<file path="config.mk">
export PLATFORM = sky130hd
export DESIGN_NAME = fll_float_decode
export DESIGN_NICKNAME = d
export VERILOG_FILES = /design/src/rtl/fll_float_decode.sv
export SDC_FILE = /design/constraint.sdc
export NUM_CORES = 1
export LEC_CHECK = 0
export ABC_AREA = 0
export BUFFER_PORTS_ARGS = -buffer_cell sky130_fd_sc_hd__buf_4
export CORE_ASPECT_RATIO = 2
export CORE_MARGIN = 2
export CORE_UTILIZATION = 55
export CTS_BUF_LIST = sky130_fd_sc_hd__clkbuf_2
export DETAILED_ROUTE_END_ITERATION = 16
export GPL_TIMING_DRIVEN = 0
export PLACE_DENSITY = 0.77
export SYNTH_ARGS = -nofsm -noshare
export SYNTH_HDL_FRONTEND = slang
export SYNTH_SLANG_ARGS = --single-unit
</file>
<file path="constraint.sdc">
create_clock -name clk -period 8.1 [get_ports clk]
set_input_delay 0.405 -clock clk [delete_from_list [all_inputs] [get_ports clk]]
set_output_delay 0.405 -clock clk [all_outputs]
set_load 0.1 [all_outputs]
</file>
<file path="src/rtl/fll_float_decode.sv">
// Expands a compressed FLL discriminator sample (leading-one exponent, truncated
// mantissa, sign) back into a two's-complement fixed-point value for the loop
// filter. Two-stage pipeline: stage 1 classifies the exponent, stage 2 shifts,
// saturates and negates. A sticky flag records format errors on valid samples.
module fll_float_decode #(
    parameter int unsigned MANT_W = 8,
    parameter int unsigned MAG_W  = 18,
    parameter int unsigned EXP_W  = 5,
    parameter bit          ROUND  = 1'b0
) (
    input  logic               clk,
    input  logic               reset,
    input  logic               valid_in,
    input  logic [EXP_W-1:0]   exp_in,
    input  logic [MANT_W-1:0]  mant_in,
    input  logic               sign_in,
    input  logic               err_clr,
    output logic               valid_out,
    output logic [MAG_W:0]     out,
    output logic               sat,
    output logic               err_sticky
);

    localparam logic [EXP_W-1:0] MinExp = EXP_W'(MANT_W - 1);
    localparam logic [EXP_W-1:0] MaxExp = EXP_W'(MAG_W - 1);

    // Stage 1 state
    logic              v1_q;
    logic [MANT_W-1:0] mant1_q;
    logic              sign1_q;
    logic [EXP_W-1:0]  shift1_q;
    logic              high1_q;
    logic              err1_q;

    // Stage 1 next-state
    logic              exp_low;
    logic              exp_high;
    logic [EXP_W-1:0]  shift_d;
    logic              err_d;

    // Stage 2 datapath
    logic [MAG_W:0]    shifted;
    logic [MAG_W-1:0]  mag;
    logic [MAG_W:0]    mag_ext;
    logic [MAG_W:0]    out_d;
    logic              err_next;

    // Classify the exponent and derive the shift amount and format error
    always_comb begin
        exp_low  = exp_in < MinExp;
        exp_high = exp_in > MaxExp;
        shift_d  = '0;
        if (!exp_low && !exp_high) begin
            shift_d = exp_in - MinExp;
        end
        // Above the minimum exponent the mantissa MSB must hold the leading one
        err_d = exp_low | exp_high | ((exp_in > MinExp) & ~mant_in[MANT_W-1]);
    end

    // Stage 1 register; payload only captured for valid samples
    always_ff @(posedge clk) begin
        if (reset) begin
            v1_q     <= 1'b0;
            mant1_q  <= '0;
            sign1_q  <= 1'b0;
            shift1_q <= '0;
            high1_q  <= 1'b0;
            err1_q   <= 1'b0;
        end else begin
            v1_q <= valid_in;
            if (valid_in) begin
                mant1_q  <= mant_in;
                sign1_q  <= sign_in;
                shift1_q <= shift_d;
                high1_q  <= exp_high;
                err1_q   <= err_d;
            end
        end
    end

    // Expand, saturate, negate; sticky error with set taking priority over clear
    always_comb begin
        // The extra low bit carries the half-LSB; it falls off again at shift 0
        shifted  = (MAG_W + 1)'({mant1_q, ROUND}) << shift1_q;
        mag      = high1_q ? '1 : shifted[MAG_W:1];
        mag_ext  = {1'b0, mag};
        out_d    = sign1_q ? -mag_ext : mag_ext;
        err_next = err_sticky;
        if (err_clr) begin
            err_next = 1'b0;
        end
        if (v1_q && err1_q) begin
            err_next = 1'b1;
        end
    end

    // Stage 2 register; out and sat hold while no valid sample arrives
    always_ff @(posedge clk) begin
        if (reset) begin
            valid_out  <= 1'b0;
            out        <= '0;
            sat        <= 1'b0;
            err_sticky <= 1'b0;
        end else begin
            valid_out  <= v1_q;
            err_sticky <= err_next;
            if (v1_q) begin
                out <= out_d;
                sat <= high1_q;
            end
        end
    end

endmodule

</file>
======== Yosys cells after proc, flatten, opt, wreduce, memory -nomap -nowiden ========
Index checks and enable logic that the tools add are counted.
cells by class
  mux-type cells .......................... 5
  add/sub/neg operators ................... 2
  $lt $le $gt $ge ......................... 3
  shifts and indexed selects .............. 1
  reductions and logical operators ........ 5
  bitwise operators ....................... 4
operators by type and width
  operator               count
  $mux W19               1
  $neg A18 Y19           1
  $shl A9 B5 Y19         1
  $mux W18               1
  $gt A5 B3 Y1 const B   1
  $gt A5 B5 Y1 const B   1
  $lt A5 B3 Y1 const B   1
  $mux W5                1
  $sub A5 B3 Y5 const B  1
  $logic_and A1 B1 Y1    2
  $logic_not A1 Y1       2
  $mux W1                2
  $or A1 B1 Y1           2
  $reduce_bool A2 Y1     1
  $and A1 B1 Y1          1
  $not A1 Y1             1
word-level totals
  output and inout port bits .............. 22
  bits in registers ....................... 39
  input bits .............................. 18

======== Longest topological paths before layout ========
Gate-level depths: netlist of the first run.
  depth after elaboration ................. 4
  mapped depth ............................ 13

======== Worst setup path before layout of the first run ========
Ideal clock, no wire load.
  kind .................................... register -> register
  start ................................... register shift1_q[0]
  end ..................................... register out[18]
  arrival time ............................ 2.622 ns
  library setup time ...................... 0.118 ns
  cell stages (with the launch flop) ...... 13
  setup slack ............................. 5.360 ns
  path through ............................ dfxtp_1 buf_2 buf_2 mux2i_1 nor3_1 a21oi_1 ha_1 inv_1 a311oi_1 nand3_1 nor4_4 nand3_1 a32o_1
on the way
  longest elaborated chain between the ends .. 4
ends and longest elaborated chain
  element                 RTL line  text
  from (decl)             31        logic [EXP_W-1:0] shift1_q;
  from (signal assigned)  74        shift1_q <= shift_d;
  $shl A9 B5 Y19          84        shifted = (MAG_W + 1)'({mant1_q, ROUND}) << shift1_q;
  $mux W18                85        mag = high1_q ? '1 : shifted[MAG_W:1];
  $neg A18 Y19            87        out_d = sign1_q ? -mag_ext : mag_ext;
  $mux W19                87
  to (signal assigned)    108       out <= out_d;
  to (decl)               19        output logic [MAG_W:0] out,
No other way between the ends.
A chain may end at the register's enable or synchronous reset.

======== Worst setup path in the final report of the first run ========
  start ................................... register shift1_q[0]
  end ..................................... register out[10]
on the way
  longest elaborated chain between the ends .. 4
ends and longest elaborated chain
  element             RTL line
  $shl A9 B5 Y19 (*)  84
  $mux W18 (*)        85
  $neg A18 Y19        87
  $mux W19 (*)        87
Every way passes the cells marked *; elsewhere a longest branch is shown, timed or not.

==> results of run 1 <==
-- layer usage --
layer  routed length, um  share of wire  track usage  up-vias
met5                   0              0            0        -
li1                    -              -            -     1358
met2                4481           0.54       0.5404      131
met3                 362          0.043      0.07143       55
met1                2888           0.35       0.3027     1381
met4                 629          0.075       0.2286        0
-- metrics by stage --
stage / setup slack (ns) / cell area [um2] / std cells / power, mW
after floorplan: 5.360 / 2790 / 344 / 0.3563
after detailed placement: 4.735 / 3147 / 439 / 0.4038
after CTS: 4.678 / 3189 / 447 / 0.4919
after global routing: 4.383 / 3189 / 447 / 0.5156
final: 4.655 / 3189 / 447 / 0.4929
after global placement: 4.754 / 3147 / 439 / 0.4009
-- worst reg2reg max path: stages, from the launching register on --
cell	delay, ns
dfxtp_1	0.53
buf_2	0.27
buf_2	0.27
mux2i_1	0.28
nor3_1	0.13
a21oi_1	0.26
ha_1	0.22
inv_1	0.04
a311oi_1	0.31
nand3_1	0.29
o31ai_1	0.39
mux2i_1	0.26
o21ai_0	0.11
-- power groups by stage --
stage | Combinational [mW] | Sequential (mW) | Clock, mW
2_1_floorplan | 0.100 | 0.256 | 0
3_3_place_gp | 0.186 | 0.215 | 0
3_5_place_dp | 0.189 | 0.215 | 0
4_1_cts | 0.189 | 0.211 | 0.0915
5_1_grt | 0.204 | 0.213 | 0.0981
6_report | 0.191 | 0.211 | 0.0905
-- cell usage in the layout, fill, tap and decap left out, drive strengths merged, types with 11 or more instances in the layout --
master,instances
a21oi,18
clkbuf,20
nor2,53
dfxtp,39
inv,14
nand3,11
nand2,26
o21ai,13
mux2i,23
buf,51
-- state kept, by name (all words and copies together) (netlist names) --
register    count
err1_q          1
err_sticky      1
high1_q         1
mant1_q         8
out            19
sat             1
shift1_q        5
sign1_q         1
v1_q            1
valid_out       1
-- kinds of logic (layout without fill, tap and decap cells) --
logic type | Yosys count | after routing | synth area share
AND/OR/NAND/NOR | 132 | 132 | 0.2354
XOR/XNOR | 9 | 9 | 0.02825
AO/OA/AOI/OAI | 85 | 85 | 0.2274
multiplexers | 35 | 35 | 0.1525
buffers and inverters | 41 | 87 | 0.06323
flip-flops | 39 | 39 | 0.2798
adder cells (fa/ha/maj) | 3 | 3 | 0.01345
-- cell type report --
type / instances / area, um2
Buffer: 27 / 123.9
Inverter: 14 / 52.55
Timing Repair Buffer: 38 / 285.3
Clock inverter: 2 / 12.51
Clock buffer: 6 / 30.03
Sequential cell: 39 / 780.7
Fill cell: 451 / 1675
Multi-Input combinational cell: 264 / 1833
Tap cell: 57 / 71.32
-- how the worst max path moves through the flow --
stage | from | end | slack (ns) | cells after the start
floorplan | shift1_q[0]$_SDFFE_PP0P_ | out[18]$_SDFFE_PP0P_ | 5.36 | 12
global route | shift1_q[0]$_SDFFE_PP0P_ | out[10]$_SDFFE_PP0P_ | 4.38 | 12
global placement | shift1_q[0]$_SDFFE_PP0P_ | out[10]$_SDFFE_PP0P_ | 4.75 | 12
finish | shift1_q[0]$_SDFFE_PP0P_ | out[10]$_SDFFE_PP0P_ | 4.66 | 12
detailed placement | shift1_q[0]$_SDFFE_PP0P_ | out[18]$_SDFFE_PP0P_ | 4.73 | 12
CTS | shift1_q[0]$_SDFFE_PP0P_ | out[18]$_SDFFE_PP0P_ | 4.68 | 12
==> results_dict.tcl, run 1 <==
set metrics [dict create \
    outcome "complete, no violations" \
    holdPathStages 3 \
    dp_hpwl_mm 6.637 \
    vias_per_cell 6.544 \
    path_delay_family "compound AO/OA/AOI/OAI gates" \
    final_max_slew_viol_count 0 \
    slew_headroom 0.4807 \
    finClkSkew_ns 0.02361 \
    antenna_left 0 \
    drc 0 \
    combinationalPowerShare 0.388 \
    timing.final.crit_period_ns 3.445 \
    crit_chain "buf_2 -> buf_2 -> mux2i_1 -> nor3_1 -> a21oi_1 -> ha_1 -> inv_1 -> a311oi_1 -> nand3_1 -> o31ai_1 -> mux2i_1 -> o21ai_0" \
    rows 36 \
    crit_path_end_kind "register" \
    setup_violations 0 \
    hold_slack_ns 0.2232 \
    tns_ns 0 \
    grt_pass1_vias 2821 \
    reg2reg_setup_slack_ns 4.66 \
    synth_seq_cells 39 \
    gp_congestion 0.9387 \
    first_pass_iters 4 \
    ioPinCount 40 \
    synth-edff-count 0 \
    io_buffers 38 \
    cp_max_fo 10 \
    postCtsSetupBuffers 0 \
    overflow 0 \
    irDropWorstVdd_mv 0.1158 \
    cp_slowest_cell "dfxtp_1" \
    yosys.area.top_type "dfxtp_1" \
    htreeDepth 2 \
    p_clk_frac 0.184 \
    min_period_over_period 0.4253 \
    min_to "mant1_q[3]$_SDFFE_PP0P_" \
    grt_antenna_before_repair 0 \
    cp.arrival_ns 3.76 \
    synthCells 344 \
    numCtsBuffers 5 \
    rr_startpoint "shift1_q[0]$_SDFFE_PP0P_" \
    worst_pin_slew_ns 0.7790 \
    vias 2925 \
    die-area_um2 5693 \
    die_h_um 104.7 \
    routed_wl_mm 8.361 \
    clk_latency_ns 0.41 \
    power_switching_uw 207.4 \
    synthFlopType "dfxtp_1" \
    core_area_um2 4865 \
    reg2reg_depth 12 \
    wl_per_cell_um 18.70 \
    diodes 0 \
    synth.area.top_cells "dfxtp_1 (28%), mux2i_1 (8.3%), nor2_1 (7.1%), mux4_2 (4.0%), nand2_1 (3.5%)" \
    crit_buf_inv 3 \
    cellLeakagePower_nw 1.273 \
    nets 410 \
    seq_area_frac_synth 0.2798 \
    crit_path_max_incr_delay_ns 0.53 \
    hold_viol 0 \
    min_from "mant_in[3]" \
    cts_tree "yes" \
    min_path_type "in -> reg" \
    ys_warn_count 0 \
    syn-cell-area_um2 2790 \
    postCtsHoldBufs 0 \
    synth.most_common_cell "nor2_1" \
    clkSinkCount 39 \
    criticalPathCategory "reg -> reg" \
    root_buffer "clkbuf_2" \
    syn_to_final_growth_pct 14.30 \
    grt_max_degree 13 \
    path_clk_slew_ns 0.21 \
    grt_first_pass_wirelength_mm 13.45 \
    start_util 0.5736 \
    cts.path.max_buffers 2 \
    synthTopCellsByCount "nor2_1 (53), dfxtp_1 (39), nand2_1 (26)" \
    synthArstFlopShare 0 \
    startpoint_type "register" \
    power.density_nw_per_um2 154.6 \
    track_usage 0.3153 \
    intPower_uw 285.6 \
    synth_top_area_share 0.2798 \
    postLayoutCoreUtil 0.6556 \
    seqPwrFrac 0.429 \
    synth_nets 365 \
    cts_resized 0 \
    cap_viol_max_count 0 \
    cp_data_required_time_ns 8.41 \
    drive_above_1_share 0.2026 \
    die_width_um 54.37 \
    rsz0062_at_grt "no" \
    drt_iter0_drc 143 \
    max_freq_ghz 0.2903 \
    ys_types 66 \
    power.share.switching 0.4207 \
    avgSynthCellArea_um2 8.111 \
    r2r_end "out[10]$_SDFFE_PP0P_" \
]
(Power assumes the default switching activity.)
==> run 2: changes to the inputs <==
==> constraint.sdc (replaced) <==
create_clock -name clk -period 3.34 [get_ports clk]
set_input_delay 0.167 -clock clk [delete_from_list [all_inputs] [get_ports clk]]
set_output_delay 0.167 -clock clk [all_outputs]
set_load 0.1 [all_outputs]
==> run 2 against run 1 <==
- flip-flop and latch count is the same
- the flow now finishes with violations (negative hold slack)
- count of clock-buffer cells in the layout is the same
- critical path depth increased by 2
- die area unchanged
- maximum frequency up 10%
- critical path type unchanged
==> results_dict.tcl, run 2 (synthesis results as in run 1) <==
set metrics [dict create \
    drc 0 \
    dp_hpwl_mm 6.637 \
    final_cells 454 \
    nets 417 \
    use_met3 0.06000 \
    syn_to_final_growth_pct 17.94 \
    grt_first_pass_wirelength_mm 13.38 \
    largest_registers "out: 19 flops, mant1_q: 8 flops, shift1_q: 5 flops" \
    irDropWorstVdd_mv 0.2820 \
    antenna_left 0 \
    wl_per_cell_um 18.30 \
    hold_viol 2 \
    drive_above_1_share 0.2166 \
    die_width_um 54.37 \
    vias 2953 \
    die-area_um2 5693 \
    startpoint_type "register" \
    track_usage 0.3128 \
    final_cell_mix "nor2_1 (53), buf_4 (41), dfxtp_1 (38)" \
    outcome "finished with violations" \
    dp_cells 439 \
    finClkSkew_ns 0.02715 \
    routed_wl_mm 8.309 \
    hold_slack_ns -0.003216 \
    htreeDepth 2 \
    min_period_over_period 0.9375 \
    met2_usage 0.5379 \
    clk_latency_ns 0.42 \
    rows 36 \
    cp_max_fo 10 \
    diodes 0 \
    vias_per_cell 6.504 \
    cellLeakagePower_nw 1.313 \
    cap_viol_max_count 0 \
    tns_ns 0 \
    min_path_type "in -> reg" \
    top_register "out" \
    largest_reg_flops 19 \
    clkSinkCount 39 \
    grt_antenna_before_repair 0 \
    gp_congestion 0.9387 \
    timing.final.crit_period_ns 3.131 \
    core_area_um2 4865 \
    ioPinCount 40 \
    first_pass_iters 7 \
    final_common_cell "nor2_1" \
    numCtsBuffers 5 \
    worst_pin_slew_ns 0.7922 \
    criticalPathCategory "reg -> reg" \
    io_buffers 38 \
    path_clk_slew_ns 0.22 \
    rsz0062_at_grt "no" \
    start_util 0.5736 \
    grt_max_degree 20 \
    placed_area_um2 3147 \
    fin_area_um2 3291 \
    grt_pass1_vias 2812 \
    final_max_slew_viol_count 0 \
    cts.path.max_buffers 2 \
    grt_use_met1 0.3063 \
    crit_path_end_kind "register" \
    max_freq_ghz 0.3194 \
    drt_iter0_drc 106 \
    power.density_nw_per_um2 368.4 \
    power_mw 1.212 \
    die_h_um 104.7 \
    violations "negative hold slack" \
    top_usage_layer "met2" \
    cp.arrival_ns 3.49 \
    overflow 0 \
    root_buffer "clkbuf_2" \
    cts_tree "yes" \
    slew_headroom 0.4719 \
    cp_data_required_time_ns 3.70 \
    setup_violations 0 \
]
-- run 2: per-layer routing --
metal / up-vias / routed length, um / share of wire
li1: 1377 / - / -
met1: 1380 / 2906 / 0.35
met2: 142 / 4383 / 0.53
met3: 54 / 383 / 0.046
met4: 0 / 636 / 0.077
met5: - / 0 / 0
-- run 2: final timing paths --
| kind | cells past startpoint | start | endpoint | slack, ns |
|---|---|---|---|---|
| max | 14 | shift1_q[1]$_SDFFE_PP0P_ | out[18]$_SDFFE_PP0P_ | 0.21 |
| min reg2reg | 2 | sat$_SDFFE_PP0P_ | sat$_SDFFE_PP0P_ | 0.48 |
| min | 3 | mant_in[0] | mant1_q[0]$_SDFFE_PP0P_ | -0.003 |
| max reg2reg | 14 | shift1_q[1]$_SDFFE_PP0P_ | out[18]$_SDFFE_PP0P_ | 0.21 |
-- run 2: what timing repair did --
| item | in CTS | in global routing |
|---|---|---|
| resized for setup | 2 | 6 |
| pin swaps | 1 | 1 |
| buffers inserted | 2 | 0 |
| hold buffers | 5 | 1 |
| endpoints found under the hold margin | 5 | 1 |
| endpoints found under the setup margin | 5 | 7 |
-- run 2: final cells by class --
cell class	count	area, um2
multi-input combinational	264	1854
fill	440	1574
sequential	39	784.5
timing repair buffer	46	360.3
buffer	26	125.1
tap	57	71.32
inverter	14	52.55
clock buffer	6	30.03
clock inverter	2	12.51
-- run 2: where the power goes --
part	leakage, nW	switching [mW]	internal [mW]	total [mW]
combinational	0.964	0.320	0.159	0.479
clock	0.0290	0.168	0.0533	0.221
sequential	0.320	0.0206	0.492	0.512
total	1.31	0.508	0.704	1.21
-- run 2: through the flow --
step                utilization  setup WS [ns]
floorplan                     -         0.5999
global placement         0.6469      -0.005672
detailed placement       0.6469       -0.02519
CTS                      0.6698        0.01988
global route             0.6764       0.005270
finish                   0.6764         0.2086
-- run 2: critical path, cell delays in order (launching register included) --
cell and delay [ns]:
dfxtp_1 0.37, buf_6 0.13, buf_4 0.18, buf_2 0.25
clkbuf_4 0.26, nor4b_2 0.10, a21oi_1 0.27, ha_1 0.23
inv_1 0.05, a311oi_2 0.30, nand3_2 0.21, nor4_4 0.26
buf_4 0.18, nand3_1 0.07, a32o_1 0.22
